==> config.mk <==
export PLATFORM = sky130hd
export DESIGN_NAME = imm_ext_stage
export DESIGN_NICKNAME = d
export VERILOG_FILES = /design/src/rtl/imm_ext_stage.sv
export SDC_FILE = /design/constraint.sdc
export NUM_CORES = 1
export LEC_CHECK = 0
export CAP_MARGIN = 10
export CORE_MARGIN = 4
export CORE_UTILIZATION = 54
export DETAILED_ROUTE_END_ITERATION = 8
export PLACE_DENSITY = 0.77
export SYNTH_ARGS = -nofsm -noshare
export SYNTH_HDL_FRONTEND = slang
export SYNTH_SLANG_ARGS = --single-unit
==> constraint.sdc <==
create_clock -name clk -period 3 [get_ports clk]
set_input_delay 0.45 -clock clk [delete_from_list [all_inputs] [get_ports clk]]
set_output_delay 0.45 -clock clk [all_outputs]
set_load 0.02 [all_outputs]
==> src/rtl/imm_ext_stage.sv <==
// Registered immediate extender for the ID/EX boundary: extends the immediate field by mode,
// then delivers it through a main register backed by a one-entry skid register.
module imm_ext_stage #(
   parameter int IN_W  = 16,
   parameter int OUT_W = 32
) (
   input  logic             clk,
   input  logic             rst,
   input  logic             flush,
   input  logic             in_valid,
   output logic             in_ready,
   input  logic [IN_W-1:0]  in_imm,
   input  logic [1:0]       in_mode,
   output logic             out_valid,
   input  logic             out_ready,
   output logic [OUT_W-1:0] out_data,
   output logic [1:0]       out_mode
);

   // BRANCH shifts a sign-extended value left by two, so two spare bits are needed
   if (OUT_W < IN_W + 2) begin : g_width_chk
      $error("imm_ext_stage: OUT_W must be >= IN_W+2");
   end

   localparam logic [1:0] MODE_SIGN   = 2'd0;
   localparam logic [1:0] MODE_ZERO   = 2'd1;
   localparam logic [1:0] MODE_UPPER  = 2'd2;
   localparam logic [1:0] MODE_BRANCH = 2'd3;

   typedef struct packed {
      logic [OUT_W-1:0] data;
      logic [1:0]       mode;
   } ent_t;

   function automatic logic [OUT_W-1:0] extend(input logic [IN_W-1:0] imm,
                                               input logic [1:0]      mode);
      logic [OUT_W-1:0] sx;
      logic [OUT_W-1:0] r;
      sx = {{(OUT_W-IN_W){imm[IN_W-1]}}, imm};
      case (mode)
         MODE_SIGN:   r = sx;
         MODE_ZERO:   r = {{(OUT_W-IN_W){1'b0}}, imm};
         MODE_UPPER:  r = {imm, {(OUT_W-IN_W){1'b0}}};
         MODE_BRANCH: r = sx << 2;
         default:     r = sx;
      endcase
      return r;
   endfunction

   logic m_vld, s_vld;
   ent_t m_ent, s_ent;
   ent_t in_ent;
   logic in_fire, out_fire;

   assign in_ent.data = extend(in_imm, in_mode);
   assign in_ent.mode = in_mode;

   // ready depends only on registered state, so no combinational path from out_ready
   assign in_ready  = !s_vld;
   assign in_fire   = in_valid && in_ready;
   assign out_fire  = m_vld && out_ready;

   assign out_valid = m_vld;
   assign out_data  = m_ent.data;
   assign out_mode  = m_ent.mode;

   always_ff @(posedge clk or posedge rst) begin
      if (rst) begin
         m_vld <= 1'b0;
         s_vld <= 1'b0;
         m_ent <= '0;
         s_ent <= '0;
      end else if (flush) begin
         // drop everything in flight; data registers keep their contents
         m_vld <= 1'b0;
         s_vld <= 1'b0;
      end else if (!m_vld || out_fire) begin
         if (s_vld) begin
            m_ent <= s_ent;
            m_vld <= 1'b1;
            s_vld <= 1'b0;
         end else if (in_fire) begin
            m_ent <= in_ent;
            m_vld <= 1'b1;
         end else begin
            m_vld <= 1'b0;
         end
      end else if (in_fire) begin
         s_ent <= in_ent;
         s_vld <= 1'b1;
      end
   end

endmodule
==> impl_metrics.json <==
{
  "status": "completed",
  "post_cts_buffers": 0,
  "synthXorXnorAreaFrac": 0,
  "clkTransAtPathRegs_ns": 0.07,
  "num_vias": 2934,
  "power.density_nw_per_um2": 604,
  "drive_above_1_share": 0.162,
  "fin_util": 0.691,
  "post-dp-hpwl_um": 5460,
  "clock_sink_count": 70,
  "tightest_slew_ns": 0.768,
  "diodes": 0,
  "period_needed_ns": 2.27,
  "areaGrowthSynthToFinish_pct": 21.5,
  "rr_worst_depth": 3,
  "start_util": 0.568,
  "grt_first_pass_wirelength_um": 14800,
  "wl_per_cell_um": 18.3,
  "grt_pass1_vias": 2933,
  "crit_start": "s_vld",
  "final.setup.worst_slack_ns": 0.733,
  "pre_cts_slack_ns": 0.602,
  "firstDrtPassIters": 5,
  "cts-resized-gates": 0,
  "finClkSkew_ns": 0.00793,
  "setup_viol": 0,
  "grt_use_total": 0.224,
  "synthTopCellsByArea": "dfrtp_1 (48%), mux2_2 (9.2%), o31ai_1 (5.9%)",
  "slew_violations": 0,
  "hold_viol_final": 0,
  "synth-main-ff-cell": "dfrtp_1",
  "min_path_cells": 1,
  "drt_iter0_drc": 184,
  "synth_most_common_cell": "dfrtp_1",
  "synth_edf_count": 0,
  "core_area_um2": 6460,
  "cts-htree-levels": 3,
  "die_height_um": 90.5,
  "slew_headroom": 0.487,
  "final_area_um2": 4460,
  "fin_setup_tns_ns": 0,
  "num_rows": 29,
  "critPathLaunchType": "flop",
  "root_buffer": "clkbuf_8",
  "r2r-start": "out_valid",
  "end_kind": "output pin",
  "ys_ff_latch": 70,
  "ir_worst_vdd_v": 0.000290,
  "cts_tree": "done",
  "yosys.area_share.adder": 0,
  "crit_fanout": 35,
  "yosys.area_share.simple": 0.0542,
  "place_area_um2": 4260,
  "routed_wl_um": 8760,
  "grt_max_degree": 41,
  "cp.arrival_ns": 1.82,
  "synth_top_area_frac": 0.477,
  "max-cap-violations": 0,
  "ys_warn_count": 0,
  "syn_inst": 350,
  "synth_nets": 373,
  "async_flop_share": 1.00,
  "synthMuxAreaShare": 0.156,
  "postCtsHoldBufs": 0,
  "antenna_found_initial": 0,
  "crit_required_ns": 2.55,
  "netlist_area_um2": 3670,
  "gp_congestion": 0.794,
  "synth_common_cells": "dfrtp_1 (70), o21ai_0 (38), nor2_1 (31), mux2_2 (30), o31ai_1 (29)",
  "min_from": "s_ent[0]",
  "synth-seq-area-share": 0.477,
  "leakage_nw": 2.01,
  "via_per_inst": 6.14,
  "worstSkewPairLatency_ns": 0.34,
  "overflow": 0,
  "fillerInstances": 516,
  "synth_compound_area_frac": 0.237,
  "syn_area_per_cell_um2": 10.5,
  "drc": 0,
  "fin_nets": 419,
  "port_buffers": 58,
  "yosys.area.top_type": "dfrtp_1",
  "yosysUniqueCellTypes": 32,
  "power.total_mw": 2.70,
  "post-route-period-util": 0.756,
  "die-area_um2": 8180,
  "path_class": "flop to output pin",
  "ant_nets": 0,
  "hold_path_class": "flop to flop",
  "numCtsBuffers": 9,
  "clk_path_buf_depth": 2,
  "ios": 59,
  "fp.dieW_um": 90.5,
  "rsz0062_at_grt": "no",
  "fmax_mhz": 441,
  "synth_top_family_by_area": "compound AO/OA/AOI/OAI gates"
}
worst max-delay path: stages, from the launching register on:
cell and delay, ns:
dfrtp_1 0.36, buf_4 0.39, clkinv_1 0.16, clkdlybuf4s50_1 0.56
path summary, 6_finish.rpt:
kind	endpoint	slack, ns
setup / recovery	in_ready	0.73
hold / removal	s_ent[0]	0.50
setup reg to reg	s_ent[1]	1.16
hold reg to reg	s_ent[0]	0.50
max in group asynchronous	out_data[31]	1.82
min in group asynchronous	out_data[10]	0.53
kinds of logic (layout without fill, tap and decap cells):
logic type	after synthesis	count (layout)
AOI/OAI and AO/OA	128	128
buffers and inverters	56	107
DFF	70	70
muxes	53	53
and+or+nand+nor	43	43
cell usage in the layout, fill, tap and decap left out, types with 2 or more instances in the layout:
| cell type | instances |
|---|---|
| dfrtp_1 | 70 |
| clkdlybuf4s50_1 | 58 |
| o21ai_0 | 38 |
| nor2_1 | 31 |
| mux2_2 | 30 |
| o31ai_1 | 29 |
| mux2i_1 | 20 |
| inv_1 | 16 |
| a21oi_1 | 15 |
| a211oi_1 | 15 |
| a22o_1 | 14 |
| a221oi_1 | 14 |
| buf_4 | 13 |
| clkbuf_8 | 11 |
| mux2_1 | 3 |
| clkinv_2 | 3 |
| inv_2 | 2 |
| and2_1 | 2 |
| nor2b_1 | 2 |
routing by layer:
metal / vias up / part of all wire / GRT usage
met1: 1445 / 0.43 / 0.287
met4: 0 / 0.011 / 0.0740
met3: 9 / 0.057 / 0.0375
met5: - / 0 / 0
met2: 105 / 0.50 / 0.385
li1: 1375 / - / -
per-stage QoR:
stage	instances	hold slack [ns]
after floorplan	350	0.464
after global placement	462	0.474
after detailed placement	462	0.483
after CTS	478	0.500
after global routing	478	0.517
final	478	0.497
state kept, by name (all words and copies together) (netlist names):
signal / flops
out_mode: 2
s_ent: 34
out_data: 32
out_valid: 1
s_vld: 1
where the power goes:
part / total [mW] / internal [mW] / switching (mW)
clock: 0.776 / 0.426 / 0.350
sequential: 1.25 / 1.14 / 0.104
combinational: 0.674 / 0.331 / 0.342
cell type report:
class,count,area [um2],area share
Tap cell,77,96.3,0.0216
Clock inverter,4,45.0,0.0101
Clock buffer,12,155,0.0348
Sequential cell,70,1750,0.393
Timing Repair Buffer,72,698,0.156
Inverter,19,71.3,0.0160
Multi-Input combinational cell,224,1640,0.368
No activity file was read; power rests on OpenSTA's default activity.
